==> src/rtl/vga_timing.sv <==
// VGA raster timing generator with a one-pixel registered output stage.
// Produces raw x/y counters and drives colour, syncs and blank to the DAC.
module vga_timing #(
   parameter int H_ACTIVE = 640,
   parameter int H_FP     = 16,
   parameter int H_SYNC   = 96,
   parameter int H_BP     = 48,
   parameter int V_ACTIVE = 480,
   parameter int V_FP     = 10,
   parameter int V_SYNC   = 2,
   parameter int V_BP     = 33
) (
   input  logic        clk,
   input  logic        reset_n,
   input  logic        pix_en,
   input  logic [29:0] rgb_in,
   output logic [9:0]  x,
   output logic [9:0]  y,
   output logic        active,
   output logic        frame_start,
   output logic [29:0] vga_rgb,
   output logic        hsync_n,
   output logic        vsync_n,
   output logic        blank_n
);

   localparam int H_TOTAL = H_ACTIVE + H_FP + H_SYNC + H_BP;
   localparam int V_TOTAL = V_ACTIVE + V_FP + V_SYNC + V_BP;

   localparam logic [9:0] H_LAST     = 10'(H_TOTAL - 1);
   localparam logic [9:0] V_LAST     = 10'(V_TOTAL - 1);
   localparam logic [9:0] H_ACT      = 10'(H_ACTIVE);
   localparam logic [9:0] V_ACT      = 10'(V_ACTIVE);
   localparam logic [9:0] HS_START   = 10'(H_ACTIVE + H_FP);
   localparam logic [9:0] HS_END     = 10'(H_ACTIVE + H_FP + H_SYNC);
   localparam logic [9:0] VS_START   = 10'(V_ACTIVE + V_FP);
   localparam logic [9:0] VS_END     = 10'(V_ACTIVE + V_FP + V_SYNC);

   logic [9:0]  x_q, x_d;
   logic [9:0]  y_q, y_d;
   logic [29:0] vga_rgb_q, vga_rgb_d;
   logic        hsync_n_q, hsync_n_d;
   logic        vsync_n_q, vsync_n_d;
   logic        blank_n_q, blank_n_d;
   logic        frame_start_q, frame_start_d;

   logic        active_c;
   logic        h_sync_region;
   logic        v_sync_region;
   logic        line_end;
   logic        frame_end;

   always_comb begin
      active_c      = (x_q < H_ACT) && (y_q < V_ACT);
      h_sync_region = (x_q >= HS_START) && (x_q < HS_END);
      v_sync_region = (y_q >= VS_START) && (y_q < VS_END);
      line_end      = (x_q == H_LAST);
      frame_end     = line_end && (y_q == V_LAST);

      x_d       = x_q;
      y_d       = y_q;
      vga_rgb_d = vga_rgb_q;
      hsync_n_d = hsync_n_q;
      vsync_n_d = vsync_n_q;
      blank_n_d = blank_n_q;
      // The pulse must drop on the very next clk, enabled or not.
      frame_start_d = pix_en && frame_end;

      if (pix_en) begin
         x_d = line_end ? 10'd0 : x_q + 10'd1;
         if (line_end) begin
            y_d = (y_q == V_LAST) ? 10'd0 : y_q + 10'd1;
         end
         // Output stage works from the pre-update position so all DAC pins align.
         vga_rgb_d = active_c ? rgb_in : 30'd0;
         blank_n_d = active_c;
         hsync_n_d = !h_sync_region;
         vsync_n_d = !v_sync_region;
      end
   end

   always_ff @(posedge clk or negedge reset_n) begin
      if (!reset_n) begin
         x_q           <= 10'd0;
         y_q           <= 10'd0;
         vga_rgb_q     <= 30'd0;
         hsync_n_q     <= 1'b1;
         vsync_n_q     <= 1'b1;
         blank_n_q     <= 1'b0;
         frame_start_q <= 1'b0;
      end else begin
         x_q           <= x_d;
         y_q           <= y_d;
         vga_rgb_q     <= vga_rgb_d;
         hsync_n_q     <= hsync_n_d;
         vsync_n_q     <= vsync_n_d;
         blank_n_q     <= blank_n_d;
         frame_start_q <= frame_start_d;
      end
   end

   assign x           = x_q;
   assign y           = y_q;
   assign active      = active_c;
   assign frame_start = frame_start_q;
   assign vga_rgb     = vga_rgb_q;
   assign hsync_n     = hsync_n_q;
   assign vsync_n     = vsync_n_q;
   assign blank_n     = blank_n_q;

endmodule

==> config.mk <==
export PLATFORM = sky130hd
export DESIGN_NAME = vga_timing
export DESIGN_NICKNAME = d
export VERILOG_FILES = /design/src/rtl/vga_timing.sv
export SDC_FILE = /design/constraint.sdc
export NUM_CORES = 1
export LEC_CHECK = 0
export ABC_AREA = 1
export CAP_MARGIN = 20
export CORE_UTILIZATION = 41
export CTS_CLUSTER_DIAMETER = 150
export DETAILED_ROUTE_END_ITERATION = 10
export PLACE_DENSITY_LB_ADDON = 0.1
export SYNTH_ARGS = -nofsm -noshare
export SYNTH_HDL_FRONTEND = slang
export SYNTH_SLANG_ARGS = --single-unit
==> constraint.sdc <==
create_clock -name clk -period 1.3 [get_ports clk]
set_input_delay 0.26 -clock clk [delete_from_list [all_inputs] [get_ports clk]]
set_output_delay 0.26 -clock clk [all_outputs]
set_load 0.05 [all_outputs]
# Word-level counts from Yosys, hierarchy flattened
# Cells that the tools add are included.
[totals] out_inout_bits=55 word_cells=28 regBits=54
[op_classes] reduce_logical=8 order_cmp=6 n_addsub=2 n_eq_ne=2 muxes=3
[op_table] cell="30-bit 2-to-1 mux" n=1
[op_table] cell="10-bit by 1-bit adder with 10-bit output (second input constant)" n=2
[op_table] cell="10-bit equality test (second input constant)" n=2
[op_table] cell="10-bit < comparator (second input constant)" n=2
[op_table] cell="10-bit by 9-bit < comparator with 1-bit output (second input constant)" n=2
[op_table] cell="10-bit 2-to-1 mux" n=2
[op_table] cell="10-bit >= comparator (second input constant)" n=1
[op_table] cell="10-bit by 9-bit >= comparator with 1-bit output (second input constant)" n=1
[op_table] cell="1-bit logical AND" n=5
[op_table] cell="1-bit zero test" n=2
[op_table] cell="2-bit AND reduction" n=1

# Logic depth before layout (Yosys ltp)
[logic_depth] ltp_word=3 mapped_depth=9

# Worst setup path before layout
# OpenSTA, ideal clock, no wires.
[synth_timing] path_kind="register to register" start="register x_q[1] (netlist: x[1])" end="register y_q[2] (netlist: y[2])" t_required_ns=1.180 slack_ns=-0.489 period_less_slack_ns=1.789 stages_incl_launch_ff=10 arrival_ns=1.670 path_buffers=1 path_cell_list="dfrtp_1 > ha_1 > inv_1 > nor2_4 > nand3_4 > nor2_8 > inv_4 > buf_6 > nand2_2 > o21ai_2"
[synth_between] elab_chain_len=2
[synth_lines] item="start: declaration" line_no="39" source="logic [9:0] x_q, x_d;"
[synth_lines] item="start signal: assignment" line_no="84" source="x_q <= 10'd0;"
[synth_lines] item="start signal: assignment" line_no="92" source="x_q <= x_d;"
[synth_lines] item="10-bit equality test" line_no="57" source="line_end = (x_q == H_LAST);"
[synth_lines] item="2-bit AND reduction (no source line)"
[synth_lines] item="end signal: assignment" line_no="93" source="y_q <= y_d;"
[synth_lines] item="end: declaration" line_no="40" source="logic [9:0] y_q, y_d;"
# Every way passes these cells.
# A chain may end at the register's enable or synchronous reset.

# Worst setup path in the final report
[layout_timing] start="register x_q[9] (netlist: x[9])" end="register x_q[3] (netlist: x[3])"
[layout_between] elab_chain_len=2
[layout_lines] item="10-bit equality test" line_no="57"
[layout_lines] item="10-bit 2-to-1 mux" line_no="70" source="x_d = line_end ? 10'd0 : x_q + 10'd1;"
# Every way passes these cells.

==> impl_summary.md <==
Yosys
The largest family of logic cells by synthesized area is simple AND/OR/NAND/NOR gates. The synthesized design contains 54 register bits. The mux cell area share after synthesis is 0%. The number of nets handed over by synthesis was 355.

The count of mapped cells out of synthesis is 318. The cell area that synthesis handed to floorplanning was 2580 sq um. Averaged over all synthesized cells, the footprint is 8.11 sq um.

The total of warnings raised by yosys is 0. Summing the areas of all compound-gate instances in the mapped netlist gives 3.16% of the synthesized area. The fraction of the yosys area taken by sequential cells is 52.5%. After Yosys synthesis, full adders, half adders and majority gates account for 1.94% of the synthesized area. The area share of the largest cell type after synthesis is 50.5%.

After Yosys synthesis, XOR and XNOR cells account for 1.36% of the synthesized area. After Yosys synthesis, and, or, nand and nor cells account for 34.7% of the synthesized area. The most area-hungry cell type in the Yosys netlist is sky130_fd_sc_hd__dfrtp_1.

Yosys mapped the design onto 31 distinct sky130hd cell types. Yosys attributes the largest share of cell area to sky130_fd_sc_hd__dfrtp_1 (50%), sky130_fd_sc_hd__nand2_1 (20%), sky130_fd_sc_hd__inv_1 (3.3%).

Drt
The final wirelength is 10,700 um. In the final routed layout, each cell accounts on average for 19.0 um. The first TritonRoute pass finished after 6 iterations. The count of nets left with antenna violations once routing finished came out at 0.

The iteration-0 DRC count of the detailed router is 192. The final routed DRC violation total is 0. The routed via count is 3,075. The via-per-instance ratio is 5.47.

Worst setup path
The cell family with the largest share of critical-path delay is simple AND/OR/NAND/NOR gates. The signal on the critical path passes through nand2_2 > buf_4 > buf_4 > nor3_2 > nand4_1 > nand3b_1 > inv_1. The startpoint type of the worst setup path is a register. At the worst endpoint, the arrival time is 1870 ps. Of all nets on the critical path, the largest fanout is 3.

The setup path with the least slack is of type reg2reg. The endpoint kind of the worst setup timing path is a register. The stage delay of the slowest cell on the critical path is 450 ps. For this design, the slowest cell found on the critical path is sky130_fd_sc_hd__dfrtp_2. Among the stages of the critical path, the cell type that occurs most often is sky130_fd_sc_hd__buf_4. STA puts the critical path data required time at 1510 ps. The count of buffer and inverter cells on the critical path is 3.

Finish
The count of cells in the finished layout, fillers not included, comes to 562. The number of filler cells placed in the layout is 222. The multi-input combinational cells in the finished layout cover a total of 1490 sq um. The area growth from synthesis to layout is 112%. The sequential cell area is 1380 sq um. The final layout contains 523 nets.

The fraction of final layout cells with drive strength greater than 1 is 56.5%. The number of antenna diodes in the final layout is 0.

Worst hold path
The path class of the tightest hold or removal check is in2async.

Placement
At the end of routability-driven placement, the weighted congestion stood at 0.889. The half-perimeter wire length after detailed placement is 5110 um. The number of buffers added on ports is 87. Counting tap cells, the placed design contains a total of 516 instances.

Pwr
The analysis attributes to cell leakage a power of 2.63 nW. The peak supply drop is 1.96 mV. The sequential share of power is 24.2%. The clock network accounts for 12.6% of the total power. The fraction of power spent switching nets is 43.6%. Dividing total power by cell area gives a power density of 2060 nW/um^2. The relative contribution of combinational cells to total power is 63.2%. The switching component of the power is 4.91 mW. Internal power comes to 6.35 mW.

Clocking
In this run the number of H-tree levels came out at 2. The clock passes through at most 2 buffers. In this run the clock root is driven by a sky130_fd_sc_hd__clkbuf_8. For the worst-skew pair, the clock arrives at the later sink with an insertion delay of 320 ps. TritonCTS built the clock tree. After clock tree synthesis, the clock-pin slew on the worst setup and hold paths is 100 ps. Clock tree synthesis inserted a total of 5 buffers. The total number of clock tree sinks is 54.

Floorplanning
Measured along the y axis, the die boundary spans 81.3 um. The die outline area is 6610 sq um. The starting density of the core is 43.0%. The die is 81.3 um wide. The initialized floorplan defines 28 standard-cell rows. For this design the top-level I/O count stands at 88.

The placeable core region is 5990 sq um.

Status
The final reports fail on negative setup slack. The flow ran to the end, but the final reports show violations.

STA
Setup repair after global routing could not meet its margin everywhere. On the final layout, the worst hold slack is 298 ps. The smallest setup slack after layout is -363 ps. The final-report hold violation count is 0. The final critical delay including setup and external delays is 1660 ps.

For the final database, setup skew stands at 11.1 ps. The worst path uses 128% of the clock period. The slew at the pin with the worst max-slew slack is 364 ps.

The number of pins exceeding their max-slew limit in the final report came to 0. Static timing analysis puts the maximum clock frequency at 601 MHz. Setup violations remaining at the end of the flow were counted as 61. Headroom to the max-slew limit came out at 75.6%.

GRT
The initial antenna violation count is 0. Global routing consumed, over all layers together, 26.7% of the routing resources. The first-pass GRT wire length is 13,300 um. The via count of the first global-routing pass is 2,739. The largest net degree at the start of global routing is 38. The leftover overflow at the end of global routing is 0.

Flow run
The max-cap check violation count is 0.
[kinds of logic (layout without fill, tap and decap cells)]
family	after synthesis	after routing
DFF	54	54
AOI/OAI and AO/OA	14	14
and+or+nand+nor	205	206
adders and majority gates	4	4
xor gates and xnor gates	4	4
buffers and inverters	37	205
[power by group through the flow]
stage	sequential, mW	clock, mW	combinational (mW)
floorplan	4.17	0	0.989
global placement	2.64	0	5.51
detailed placement	2.67	0	5.58
CTS	2.66	1.41	6.39
global route	2.76	1.50	7.38
finish	2.73	1.42	7.11
[state kept, by name, indices dropped and copies added (netlist names)]
| register | cells |
|---|---|
| vga_rgb | 30 |
| x | 10 |
| y | 10 |
| blank_n | 1 |
| frame_start | 1 |
| hsync_n | 1 |
| vsync_n | 1 |
[cells in the mapped netlist (all sizes together)]
library cell	instances
xnor2	1
nor2	27
o21ai	13
inv	26
a21oi	1
dfrtp	52
nand3b	2
clkbuf	5
nor3	6
nor4	2
buf	6
nand2	139
nor3b	1
or2	2
ha	4
nand4	10
xor2	3
nand3	16
dfstp	2
[final timing paths]
check                      slack, ps       start  cells after the start          end
setup / recovery                -360        x[9]                      7         x[3]
hold / removal                   300     reset_n                      2         y[5]
setup reg to reg                -360        x[9]                      7         x[3]
hold reg to reg                  550  vga_rgb[7]                      2   vga_rgb[7]
max in group asynchronous        540     reset_n                      3         x[7]
min in group clk                 480  rgb_in[26]                      3  vga_rgb[26]
[per-layer routing]
layer  routed length [um]  vias to the layer above  track usage [%]
met5                    0                        -                0
met1                 4000                     1490             34.0
met4                  343                        0             8.57
li1                     -                     1332                -
met3                  923                       49             8.31
met2                 5410                      204             43.0
[stage by stage]
| stage | util, % | setup slack, ps | power, mW | TNS, ps | area, sq um |
|---|---|---|---|---|---|
| after floorplan | - | -247 | 5.16 | -7810 | 2660 |
| after global placement | 74.8 | -304 | 8.16 | -10250 | 4480 |
| after detailed placement | 74.8 | -392 | 8.25 | -11310 | 4480 |
| after CTS | 84.3 | -282 | 10.5 | -9370 | 5050 |
| after global routing | 91.1 | -372 | 11.6 | -14160 | 5460 |
| final | 91.1 | -363 | 11.3 | -12030 | 5460 |
[layout by cell type, fill, tap and decap left out, types with 2 or more instances in the layout]
cell / Yosys / routed
sky130_fd_sc_hd__inv_4: 1 / 3
sky130_fd_sc_hd__ha_1: 4 / 3
sky130_fd_sc_hd__dfrtp_1: 52 / 32
sky130_fd_sc_hd__nor2_4: 1 / 7
sky130_fd_sc_hd__clkdlybuf4s50_1: 0 / 31
sky130_fd_sc_hd__clkbuf_8: 0 / 6
sky130_fd_sc_hd__nor2_2: 2 / 3
sky130_fd_sc_hd__nand3b_1: 2 / 2
sky130_fd_sc_hd__o21ai_1: 1 / 5
sky130_fd_sc_hd__inv_2: 2 / 6
sky130_fd_sc_hd__nand4_1: 10 / 10
sky130_fd_sc_hd__buf_12: 0 / 59
sky130_fd_sc_hd__xor2_1: 3 / 3
sky130_fd_sc_hd__nand2_1: 135 / 80
sky130_fd_sc_hd__nor3_4: 0 / 2
sky130_fd_sc_hd__nand2_2: 4 / 36
sky130_fd_sc_hd__buf_4: 0 / 47
sky130_fd_sc_hd__dfstp_2: 2 / 2
sky130_fd_sc_hd__o21ai_2: 3 / 7
sky130_fd_sc_hd__nand3_1: 15 / 8
sky130_fd_sc_hd__bufinv_16: 0 / 2
sky130_fd_sc_hd__nand2_4: 0 / 23
sky130_fd_sc_hd__dfrtp_2: 0 / 20
sky130_fd_sc_hd__inv_1: 23 / 16
sky130_fd_sc_hd__nor2_1: 23 / 17
sky130_fd_sc_hd__buf_6: 2 / 29
sky130_fd_sc_hd__nand3_2: 0 / 7
sky130_fd_sc_hd__nor3_2: 0 / 4
[what timing repair did]
action / 4_1_cts / 5_1_grt
buffers inserted: 20 / 18
resized for setup: 53 / 99
hold buffers: 1 / 0
setup endpoints to repair: 57 / 73
pin swaps: 19 / 32
endpoints found under the hold margin: 15 / 0
gates cloned: 4 / 1
[area by class of cell]
cell class,instances,share of cell area [%]
timing repair buffer,170,41.0
clock inverter,2,1.10
tap,75,1.72
timing repair inverter,1,0.115
multi-input combinational,228,27.2
clock buffer,6,1.51
inverter,26,2.09
sequential,54,25.3
No activity file was read; power rests on OpenSTA's default activity.
